## src/rtl/gfx_rom_sched.sv

```systemverilog
// Arbitrates one shared GFX ROM port between queued render line fetches and CPU byte reads.
// Optional SCHED_STATS_EN adds stat_maxwait, the worst CPU request-to-ack latency seen since reset.
module gfx_rom_sched #(
  parameter int AW           = 21,
  parameter int DW           = 32,
  parameter int CPU_MAX_WAIT = 4,
  parameter int RQ_DEPTH     = 2
) (
  input  logic          clk_24M,
  input  logic          nRES,
  input  logic          rnd_req,
  input  logic [1:0]    rnd_layer,
  input  logic [AW-1:0] rnd_addr,
  input  logic          cpu_req,
  input  logic [AW+1:0] cpu_addr,
  output logic          cpu_ack,
  output logic [7:0]    cpu_data,
  output logic          mem_req,
  output logic [AW-1:0] mem_addr,
  input  logic          mem_ack,
  input  logic [DW-1:0] mem_data,
  output logic [DW-1:0] fix_data,
  output logic [DW-1:0] a_data,
  output logic [DW-1:0] b_data,
  output logic [2:0]    data_vld,
  output logic          ovf
`ifdef SCHED_STATS_EN
  ,
  output logic [7:0]    stat_maxwait
`endif
);

  localparam int PW  = $clog2(RQ_DEPTH);
  localparam int WCW = $clog2(CPU_MAX_WAIT + 1);
  localparam logic [PW:0]    DEPTH_C  = (PW+1)'(RQ_DEPTH);
  localparam logic [PW:0]    CNT_ONE  = (PW+1)'(1);
  localparam logic [PW-1:0]  PTR_ONE  = PW'(1);
  localparam logic [WCW-1:0] MAXW     = WCW'(CPU_MAX_WAIT);
  localparam logic [WCW-1:0] WAIT_ONE = WCW'(1);

  typedef enum logic [1:0] {IDLE, RND, CPU} state_t;

  state_t          state_q, state_d;
  logic [AW+1:0]   fifo_mem [RQ_DEPTH];
  logic [PW-1:0]   rd_q, wr_q;
  logic [PW:0]     cnt_q, cnt_d;
  logic [AW+1:0]   head;
  logic            fifo_empty, fifo_full, push_req, push_ok, pop;
  logic            cpu_grant;
  logic [WCW-1:0]  waitcnt_q, waitcnt_d;
  logic            served_q, served_d;
  logic [1:0]      layer_q, layer_d, lane_q, lane_d;
  logic            mem_req_q, mem_req_d;
  logic [AW-1:0]   mem_addr_q, mem_addr_d;
  logic            cpu_ack_q, cpu_ack_d;
  logic [7:0]      cpu_data_q, cpu_data_d;
  logic [DW-1:0]   fix_q, fix_d, a_q, a_d, b_q, b_d;
  logic [2:0]      vld_q, vld_d;
  logic            ovf_q, ovf_d;

  assign head       = fifo_mem[rd_q];
  assign fifo_empty = (cnt_q == '0);
  assign fifo_full  = (cnt_q == DEPTH_C);
  // Layer 3 is not a real plane; such requests never enter the queue.
  assign push_req   = rnd_req && (rnd_layer != 2'd3);
  assign push_ok    = push_req && (!fifo_full || pop);
  assign cpu_grant  = cpu_req && !served_q && (fifo_empty || (waitcnt_q == MAXW));

  always_comb begin
    cnt_d = cnt_q;
    if (push_ok && !pop)      cnt_d = cnt_q + CNT_ONE;
    else if (!push_ok && pop) cnt_d = cnt_q - CNT_ONE;
  end

  always_comb begin
    state_d    = state_q;
    pop        = 1'b0;
    waitcnt_d  = waitcnt_q;
    served_d   = cpu_req ? served_q : 1'b0;
    layer_d    = layer_q;
    lane_d     = lane_q;
    mem_req_d  = mem_req_q;
    mem_addr_d = mem_addr_q;
    cpu_ack_d  = 1'b0;
    cpu_data_d = cpu_data_q;
    fix_d      = fix_q;
    a_d        = a_q;
    b_d        = b_q;
    vld_d      = 3'b000;
    ovf_d      = ovf_q | (push_req && fifo_full && !pop);
    case (state_q)
      IDLE: begin
        if (cpu_grant) begin
          state_d    = CPU;
          mem_req_d  = 1'b1;
          mem_addr_d = cpu_addr[AW+1:2];
          lane_d     = cpu_addr[1:0];
        end else if (!fifo_empty) begin
          state_d    = RND;
          pop        = 1'b1;
          mem_req_d  = 1'b1;
          mem_addr_d = head[AW-1:0];
          layer_d    = head[AW+1:AW];
          if (cpu_req && !served_q && (waitcnt_q != MAXW)) waitcnt_d = waitcnt_q + WAIT_ONE;
        end
      end
      RND: begin
        if (mem_ack) begin
          case (layer_q)
            2'd0:    begin fix_d = mem_data; vld_d = 3'b001; end
            2'd1:    begin a_d   = mem_data; vld_d = 3'b010; end
            default: begin b_d   = mem_data; vld_d = 3'b100; end
          endcase
          mem_req_d = 1'b0;
          state_d   = IDLE;
        end
      end
      CPU: begin
        if (mem_ack) begin
          case (lane_q)
            2'd0:    cpu_data_d = mem_data[7:0];
            2'd1:    cpu_data_d = mem_data[15:8];
            2'd2:    cpu_data_d = mem_data[23:16];
            default: cpu_data_d = mem_data[31:24];
          endcase
          cpu_ack_d = 1'b1;
          served_d  = 1'b1;
          waitcnt_d = '0;
          mem_req_d = 1'b0;
          state_d   = IDLE;
        end
      end
      default: state_d = IDLE;
    endcase
  end

  always_ff @(posedge clk_24M) begin
    if (push_ok) fifo_mem[wr_q] <= {rnd_layer, rnd_addr};
  end

  always_ff @(posedge clk_24M or negedge nRES) begin
    if (!nRES) begin
      state_q    <= IDLE;
      rd_q       <= '0;
      wr_q       <= '0;
      cnt_q      <= '0;
      waitcnt_q  <= '0;
      served_q   <= 1'b0;
      layer_q    <= 2'd0;
      lane_q     <= 2'd0;
      mem_req_q  <= 1'b0;
      mem_addr_q <= '0;
      cpu_ack_q  <= 1'b0;
      cpu_data_q <= 8'h00;
      fix_q      <= '0;
      a_q        <= '0;
      b_q        <= '0;
      vld_q      <= 3'b000;
      ovf_q      <= 1'b0;
    end else begin
      state_q    <= state_d;
      if (pop)     rd_q <= rd_q + PTR_ONE;
      if (push_ok) wr_q <= wr_q + PTR_ONE;
      cnt_q      <= cnt_d;
      waitcnt_q  <= waitcnt_d;
      served_q   <= served_d;
      layer_q    <= layer_d;
      lane_q     <= lane_d;
      mem_req_q  <= mem_req_d;
      mem_addr_q <= mem_addr_d;
      cpu_ack_q  <= cpu_ack_d;
      cpu_data_q <= cpu_data_d;
      fix_q      <= fix_d;
      a_q        <= a_d;
      b_q        <= b_d;
      vld_q      <= vld_d;
      ovf_q      <= ovf_d;
    end
  end

  assign mem_req  = mem_req_q;
  assign mem_addr = mem_addr_q;
  assign cpu_ack  = cpu_ack_q;
  assign cpu_data = cpu_data_q;
  assign fix_data = fix_q;
  assign a_data   = a_q;
  assign b_data   = b_q;
  assign data_vld = vld_q;
  assign ovf      = ovf_q;

`ifdef SCHED_STATS_EN
  logic       req_prev_q, track_q;
  logic [7:0] wcnt_q, max_q;

  // Counts from the cycle cpu_req rises until its ack is visible.
  always_ff @(posedge clk_24M or negedge nRES) begin
    if (!nRES) begin
      req_prev_q <= 1'b0;
      track_q    <= 1'b0;
      wcnt_q     <= 8'h00;
      max_q      <= 8'h00;
    end else begin
      req_prev_q <= cpu_req;
      if (cpu_req && !req_prev_q) begin
        track_q <= 1'b1;
        wcnt_q  <= 8'h00;
      end else if (track_q && (wcnt_q != 8'hFF)) begin
        wcnt_q  <= wcnt_q + 8'h01;
      end
      if (cpu_ack_q && track_q) begin
        track_q <= 1'b0;
        if (wcnt_q > max_q) max_q <= wcnt_q;
      end
    end
  end

  assign stat_maxwait = max_q;
`endif

endmodule

```

## config.mk

```make
export PLATFORM = sky130hd
export DESIGN_NAME = gfx_rom_sched
export DESIGN_NICKNAME = d
export VERILOG_FILES = /design/src/rtl/gfx_rom_sched.sv
export SDC_FILE = /design/constraint.sdc
export NUM_CORES = 1
export LEC_CHECK = 0
export BUFFER_PORTS_ARGS = -buffer_cell sky130_fd_sc_hd__buf_2
export CORE_AREA = 3 3 158 160
export CTS_BUF_LIST = sky130_fd_sc_hd__clkbuf_16
export CTS_CLUSTER_SIZE = 8
export DETAILED_ROUTE_END_ITERATION = 6
export DIE_AREA = 0 0 161 163
export SLEW_MARGIN = 20
export SYNTH_ARGS = -nofsm -noshare
export SYNTH_HDL_FRONTEND = slang
export SYNTH_SLANG_ARGS = --single-unit
export TNS_END_PERCENT = 30
```

## constraint.sdc

```tcl
create_clock -name clk_24M -period 5.45 [get_ports clk_24M]
set_input_delay 0 -clock clk_24M [delete_from_list [all_inputs] [get_ports clk_24M]]
set_output_delay 0 -clock clk_24M [all_outputs]
set_load 0.02 [all_outputs]
```

# --- After elaboration in Yosys (flattened, before gate mapping) ---
# Memories as Yosys holds them, arrays and structs flattened.
# Cells that the tools add are included.
op_classes:
  bitwise: 4
  n_eq_ne: 16
  muxes: 31
  n_addsub: 5
  n_reduce_logical: 33
ops:
  columns: ["operator", "count"]
  rows:
  - ["21-bit two-way mux", 2]
  - ["8-bit case mux with 3 select lines", 1]
  - ["3-bit two-way mux", 6]
  - ["3-bit AND reduction", 5]
  - ["1-bit two-way mux", 13]
  - ["3-bit case mux with 2 select lines", 2]
  - ["2-bit two-way mux", 5]
  - ["2-bit inequality test (second input constant)", 5]
  - ["1-bit logical AND", 8]
  - ["2-bit zero test", 4]
  - ["2-bit AND reduction", 4]
  - ["2-bit by 1-bit equality test with 1-bit output (second input constant)", 3]
  - ["2-bit equality test (second input constant)", 3]
  - ["3-bit inequality test (second input constant)", 2]
  - ["2-bit nonzero test", 3]
  - ["5-bit AND reduction", 1]
  - ["1-bit zero test", 4]
  - ["2-bit by 1-bit inequality test with 1-bit output (second input constant)", 2]
  - ["2-bit case mux with 2 select lines", 1]
  - ["2-bit OR reduction", 2]
  - ["3-bit by 1-bit adder with 3-bit output (second input constant)", 1]
  - ["3-bit equality test (second input constant)", 1]
  - ["1-bit inverter", 3]
  - ["1-bit adder (second input constant)", 2]
  - ["other kinds (5)", 6]
totals:
  regBits: 145
  output_inout_bits: 131
  word_cells: 107
  ram_bits: 46
  mem_count: 1
  input_bits: 83
memory_table:
  columns: ["memory", "words", "width", "rd", "rd_ports_with_merged_regs", "wr", "line_no", "text"]
  rows:
  - ["fifo_mem", 2, 23, 1, 0, 1, "44", "logic [AW+1:0] fifo_mem [RQ_DEPTH];"]

# --- Longest topological paths before layout ---
# Gate-level depths: netlist of the first run.
logic_depth:
  ltp_word: 11
  mapped_depth: 8

# --- Worst setup path before layout of the first run ---
# Ideal clock, no wire load.
synth_timing:
  kind: "reg2reg"
  start: "reg waitcnt_q[0]"
  end: "mem fifo_mem[0][0] (netlist name), enable pin"
  slack_ns: 2.797
  stages_incl_launch_ff: 6
  setup_ns: 0.405
  required_time_ns: 5.045
  arrival_ns: 2.247
  period_less_slack_ns: 2.653
  cell_sequence: "dfrtp_1 -> inv_1 -> ha_1 -> a2bb2oi_2 -> o311a_1 -> nor2b_1"
synth_via:
  elab_chain_len: 9
synth_lines:
  columns: ["element", "line_no", "text"]
  rows:
  - ["start: declaration", "50", "logic [WCW-1:0] waitcnt_q, waitcnt_d;"]
  - ["start signal: assignment", "165", "waitcnt_q <= waitcnt_d;"]
  - ["3-bit equality test", "67", "assign cpu_grant = cpu_req && !served_q && (fifo_empty || (waitcnt_q == MAXW));"]
  - ["1-bit logical OR", "67", null]
  - ["1-bit logical AND", "67", null]
  - ["1-bit two-way mux", "93", "if (cpu_grant) begin"]
  - ["1-bit two-way mux", "91", "case (state_q)"]
  - ["1-bit logical OR", "66", "assign push_ok = push_req && (!fifo_full || pop);"]
  - ["1-bit logical AND", "66", null]
  - ["1-bit two-way mux", "138", "if (push_ok) fifo_mem[wr_q] <= {rnd_layer, rnd_addr};"]
  - ["1-bit two-way mux (implied by the code)", "138", null]
  - ["end: declaration", "44", null]
# Every way passes these cells.

# --- Worst setup path after layout of the first run ---
layout_timing:
  start: "reg state_q[1]"
  end: "reg mem_addr_q[15] (netlist: mem_addr[15])"
layout_via:
  elab_chain_len: 2
layout_lines:
  columns: ["element", "line_no", "text"]
  rows:
  - ["start: declaration", "43", "state_t state_q, state_d;"]
  - ["start signal: assignment", "161", "state_q <= state_d;"]
  - ["2-bit zero test", "91", null]
  - ["2-bit AND reduction (no source line)", null, null]
  - ["end signal: assignment", "170", "mem_addr_q <= mem_addr_d;"]
  - ["end: declaration", "54", "logic [AW-1:0] mem_addr_q, mem_addr_d;"]
# Every way passes these cells.
# A chain may end at the register's enable or synchronous reset.

==> results.md, run 1 <==
- CP max stage delay: 0.78 ns
- Slew Viols, Final: 0
- Count leader, synth: dfrtp_1
- Dpl hpwl: approximately 14000 um
- Placer congestion estimate: between 0.7 and 0.8
- Crit path max-delay cell type: a21oi_1
- Syn Inst Count: between 500 and 600
- Post-CTS sizing: 0
- Yosys reg bits: approximately 190
- Rel. slew slack: between 20 and 30%
- Fmax achieved: ~0.39 GHz
- Crit path kind: reg2reg
- Max Root-Sink Buffers: 2
- Setup bufs post-CTS: 0
- Worst Path Arrival: between 2 and 3 ns
- CP Capture Type: register
- Initial antenna violation count: 0
- Sequential area share after synthesis: 62.6%
- Final nets: roughly 900
- Initial Utilization: between 30% and 40%
- Hold Startpoint: cpu_addr[18]
- Ratio of cells with drive above 1 in the final layout: between 40% and 50%
- Antenna viol nets, final: 0
- Chip height: 163 um
- Iter 0 DRT Violations: 280
- CTS tree: yes
- Worst setup path start: state_q[1]
- Drt via density: between 4 and 5
- First-pass GRT wire length: approximately 33000 um
- Worst-path maximum fanout: 33
- Fin Setup TNS: 0 ns
- Post-synth top cells: 145 x dfrtp_1, 110 x mux2_2, 46 x edfxtp_1
- Syn_area_per_cell: between 10 and 15 um^2
- Post-Place Worst Slack: approximately 2.7 ns
- Critical path buffers and inverters: 4
- Largest net degree at the start of global routing: between 100 and 150
- Period utilization: between 40 and 50%
- Critical R2R Launch: state_q[1]
- RSZ-0062 raised after global routing: no
- 1st-pass router iterations: 4
- Diode count: 0
- CTS H-Tree Depth: 4
- Fin Clk Skew: 0.0126 ns
- Final worst slack: roughly 2.9 ns
- Final Hold Vio Count: 0
- Post-placement cell count: ~1000
- Drt total wl: around 21000 um
- Worst min-delay path category: in2reg
- Clk sink count: 191
- Total congestion overflow: 0
- Asr flop ratio synth: between 70 and 80%
- Largest delay share family, worst path: buffers and inverters
- Die area: between 0.02 and 0.03 mm^2
- Synth cell types: 44
- Max Cap Violations: 0
- Final setup violation count: 0
- Worst-margin pin slew: about 1.1 ns
- Critical Path Source Type: register
- Clk_lat worst skew: approximately 0.44 ns
- Post-synth EDFFs: 46
- Pwr per Cell Area: 616 mW/mm^2
- Vias in the first global route: 5648
- TritonCTS Buffers: 17
- Syn Nets: approximately 640
- GRT Total Usage: between 10% and 20%
- Worst ir drop on vdd: between 200 and 300 uV
- Core area: 0.0235 mm^2
- Pleak: around 4.7 nW
- Row cnt: 56
- Port bufs: between 200 and 250
- Finished Layout Cells: between 1000 and 1500
- Clk root buf: clkbuf_16
- WL/cell: about 18 um
- Most used DFF post-synth: dfrtp_1
- Crit-path cells: inv_1 > ha_1 > buf_4 > inv_1 > a21oi_1 > buf_4 > o22ai_1
- Ys Warns: 0
- Remaining DRCs: 0
- I/O pin count: around 210
- Layout area overhead: 32.9%
- Post-synth design cell area: around 0.008 mm^2
- Area share of the largest cell type after synthesis: 45.3%
- Fillers: about 2200
- CP required: approximately 5.7 ns
- Post-layout minimum cycle time: ~2.5 ns
- Outcome: finished clean
- Dominant cells by area after synthesis: dfrtp_1 45%, edfxtp_1 17%, mux2_2 15%, or3b_2 2.4%, a221oi_1 2.3%
- Worst-path clk slew: ~0.080 ns
- Via count: about 5500
- Post-synth top area cell: dfrtp_1
- Die Span X: 161 um
==> power by group <==
| group | internal [mW] | total (mW) | leakage [nW] | switching [mW] |
|---|---|---|---|---|
| registers | 2.08 | 2.42 | 2.18 | 0.345 |
| clock network | 0.627 | 1.27 | 0.297 | 0.642 |
| logic | 1.18 | 2.86 | 2.25 | 1.68 |
| total | 3.89 | 6.55 | 4.73 | 2.67 |
==> final timing paths <==
| path | to | slack (ns) | depth (start not counted) |
|---|---|---|---|
| setup / recovery | mem_addr[15] | 2.92 | 7 |
| setup reg to reg | mem_addr[15] | 2.92 | 7 |
| max in group asynchronous | mem_addr[3] | 4.01 | 3 |
| min in group asynchronous | cpu_data[0] | 0.24 | 2 |
| hold / removal | mem_addr[16] | 0.02 | 4 |
| hold reg to reg | ovf | 0.49 | 1 |
==> repair_timing <==
| action | 4_1_cts | 5_1_grt |
|---|---|---|
| endpoints found under the setup margin | 0 | 0 |
| hold endpoints to repair | 255 | 0 |
| hold buffers | 63 | 0 |
==> worst register-to-register path: cells and delay by family, from the launching register on <==
family | cells | cell delay [ns]
AO/OA/AOI/OAI | 2 | 0.88
flip-flops | 1 | 0.40
buffers and inverters | 4 | 0.94
adder cells (fa/ha/maj) | 1 | 0.16
==> logic make-up (layout without fill, tap and decap cells) <==
family                     count (synthesis)  after routing  share of synthesized area, %
xor gates and xnor gates                   5              5                         0.547
AOI/OAI and AO/OA                         80             80                          7.97
adders and majority gates                  6              6                         0.938
DFF                                      191            191                          62.6
buffers and inverters                     71            347                          3.83
muxes                                    119            119                          17.9
and+or+nand+nor                           75             75                          6.27
==> per-layer routing <==
metal	GRT usage, %	routed length (um)
met1	21.9	9500
met2	25.4	9870
met3	3.54	1180
met4	4.73	336
met5	0	0
==> layout by cell type (no fill, tap or decap), drive strengths merged, types with 2 or more instances in the layout <==
master and n:
buf 222, dfrtp 145, mux2 110, dlygate4sd3 63, edfxtp 46, inv 39
nor2b 25, or3b 22, o22ai 22, o221ai 21, a221oi 21, clkbuf 17
nand2 9, mux4 8, ha 6, clkinv 6, nand3 4, nor2 3
xor2 3, nand2b 2, o311ai 2, a21oi 2, nor4 2, xnor2 2
o21ai 2, o211ai 2
==> layout make-up <==
| class | count | area, um^2 | share of cell area, % |
|---|---|---|---|
| clock buffer | 17 | 425 | 4.00 |
| clock inverter | 15 | 184 | 1.73 |
| inverter | 30 | 113 | 1.06 |
| multi-input combinational | 285 | 2720 | 25.5 |
| sequential | 191 | 5010 | 47.1 |
| tap | 319 | 399 | 3.75 |
| timing repair buffer | 285 | 1790 | 16.8 |
==> through the flow <==
step	utilization, %	instance area (um^2)	power (mW)	hold WS [ns]
floorplan	-	8000	4.34	-0.296
global placement	39.8	9370	5.24	0.191
detailed placement	39.8	9370	5.30	0.192
CTS	45.1	10600	6.61	0.000467
global route	45.2	10600	6.93	0.0266
finish	45.2	10600	6.55	0.0174
==> flip-flops by register name, summed over array words and instances (netlist names), 2 cells and up <==
signal / cells
mem_addr: 21
fix_data: 32
data_vld: 3
cpu_data: 8
waitcnt_q: 3
layer_q: 2
fifo_mem: 46
cnt_q: 2
state_q: 2
a_data: 32
lane_q: 2
b_data: 32
Note: power is estimated with default switching activity, not from simulation.
==> inputs of run 2 (changes only) <==
clock period = 2.5 ns   (was 5.45 ns; I/O delays follow)
==> run 2 against run 1 <==
Core utilization is 0.63 points higher. Clock skew up 0.0011 ns. Critical path type unchanged. Routed wire length rose by 3.2%.
==> results.md, run 2 (synthesized netlist as in run 1, its figures left out) <==
- Fillers: between 2000 and 2500
- Pwr per Cell Area: between 1000 and 1500 mW/mm^2
- Die area: ~0.026 mm^2
- Sw Pwr: roughly 5.9 mW
- Pleak: 4.81 nW
- Chip height: 163 um
- Placer congestion estimate: a little under 0.8
- CTS tree: yes
- RSZ-0062 raised after global routing: no
- Fin Clk Skew: between 0.01 and 0.015 ns
- Antenna viol nets, final: 0
- Layout area overhead: 34.8%
- Clk sink count: 191
- Drt total wl: 21600 um
- Worst setup path start: state_q[1]
- RR Endpoint: cnt_q[1]
- CTS H-Tree Depth: 4
- GRT Total Usage: 16.4%
- Most common cell after layout, fill and taps aside: buf_2
- Most frequent cells in the layout: 212 x buf_2, 145 x dfrtp_1, 110 x mux2_2
- Largest register FFs: 46
- Sequential power share: 36.1%
- Ratio of cells with drive above 1 in the final layout: 49.5%
- I/O pin count: ~210
- Final setup violation count: 0
- Worst Path Arrival: about 2.4 ns
- CP required: about 2.9 ns
- Final Hold Vio Count: 0
- Iter 0 DRT Violations: between 300 and 400
- Initial Utilization: about a third
- Initial antenna violation count: 0
- 1st-pass router iterations: 5
- Tot Pwr: approximately 15 mW
- Via count: ~5600
- Setup bufs post-CTS: 0
- Hold Buf Count CTS: between 60 and 70
- Dpl hpwl: 14600 um
- Worst-path clk slew: 0.08 ns
- Slew Viols, Final: 0
- Rel. slew slack: 55.4%
- Crit path kind: reg2reg
- Worst-path maximum fanout: 4
- Total congestion overflow: 0
- TritonCTS Buffers: 17
- R2R cell count: 8
- Die Span X: about 160 um
- Clk_lat worst skew: about 0.44 ns
- Core area: between 0.02 and 0.025 mm^2
- Clock power share: about a fifth
- Int Power: roughly 8.7 mW
- Worst ir drop on vdd: about 700 uV
- Switching Share: 40.5%
- Hold path depth: 4
- Worst-margin pin slew: ~0.67 ns
- Critical R2R Launch: state_q[1]
- Row cnt: 56
- Post-layout minimum cycle time: 2.01 ns
- First-pass GRT wire length: about 33000 um
- Fin Setup TNS: 0 ns
- Diode count: 0
- Max Cap Violations: 0
- WL/cell: around 19 um
- Reg-to-reg slack, setup: approximately 0.5 ns
- Vias in the first global route: around 5700
- Drt via density: between 4 and 5
- Setup crit end: cnt_q[1]
- Final nets: around 900
- Worst min-delay path category: in2reg
- Post-CTS sizing: 0
- CP Capture Type: register
- Period utilization: 80.3%
- Critical Path Source Type: register
- Outcome: finished clean
- Clk root buf: clkbuf_16
- Fmax achieved: about 0.5 GHz
- Reg with most FFs: fifo_mem
- Largest net degree at the start of global routing: 72
- Remaining DRCs: 0
- Logic gate share of total power: about 44%
- Port bufs: around 210
- Max Root-Sink Buffers: 2
-- run 2: how the worst min path moves through the flow --
stage | start | to | slack [ns]
after CTS | cpu_addr[3] | mem_addr[1] | 0.001
final | cpu_addr[17] | mem_addr[15] | 0.02
after detailed placement | nRES | cpu_ack | 0.03
after floorplan | nRES | a_data[0] | -0.30
after global placement | nRES | a_data[0] | 0.01
after global routing | cpu_addr[20] | mem_addr[18] | 0.02
-- run 2: power by group through the flow --
stage | clock network (mW) | registers (mW) | logic [mW]
2_1_floorplan | 0 | 6.42 | 3.04
3_3_place_gp | 0 | 5.29 | 6.29
3_5_place_dp | 0 | 5.31 | 6.37
4_1_cts | 2.98 | 5.25 | 6.46
5_1_grt | 3.13 | 5.42 | 6.89
6_report | 2.91 | 5.26 | 6.41
-- run 2: layer usage --
layer  track usage [%]  part of all wire [%]  vias to the layer above
li1                  -                     -                     2600
met1              22.0                    44                     2796
met2              26.7                    48                      195
met3              3.56                   5.7                       26
met4              5.16                   2.1                        0
met5                 0                     0                        -
-- run 2: critical path, stage by stage (launching register included) --
cell and delay, ns:
dfrtp_1 0.38, inv_1 0.08, ha_1 0.19, or3b_2 0.46, o311a_1 0.19, ha_1 0.21, xor2_1 0.14, nor2_1 0.12
xor2_1 0.15
-- run 2: metrics by stage --
step                      setup slack, ns  hold WS (ns)  area [um^2]  cells  util, %
after detailed placement            0.514        0.0302         9500   1060     40.3
after floorplan                     0.269        -0.296         8010    547        -
after CTS                           0.495       0.00127        10800   1157     45.8
after global placement              0.554        0.0133         9500   1060     40.3
after global routing                0.312        0.0162        10800   1157     45.8
final                               0.493        0.0165        10800   1157     45.8
-- run 2: final cells by class --
cell class	instances	area (um^2)	area share (%)
sequential	191	5010	46.4
multi-input combinational	285	2720	25.2
timing repair buffer	300	1910	17.7
clock buffer	17	425	3.94
tap	319	399	3.70
clock inverter	15	211	1.96
inverter	30	113	1.04
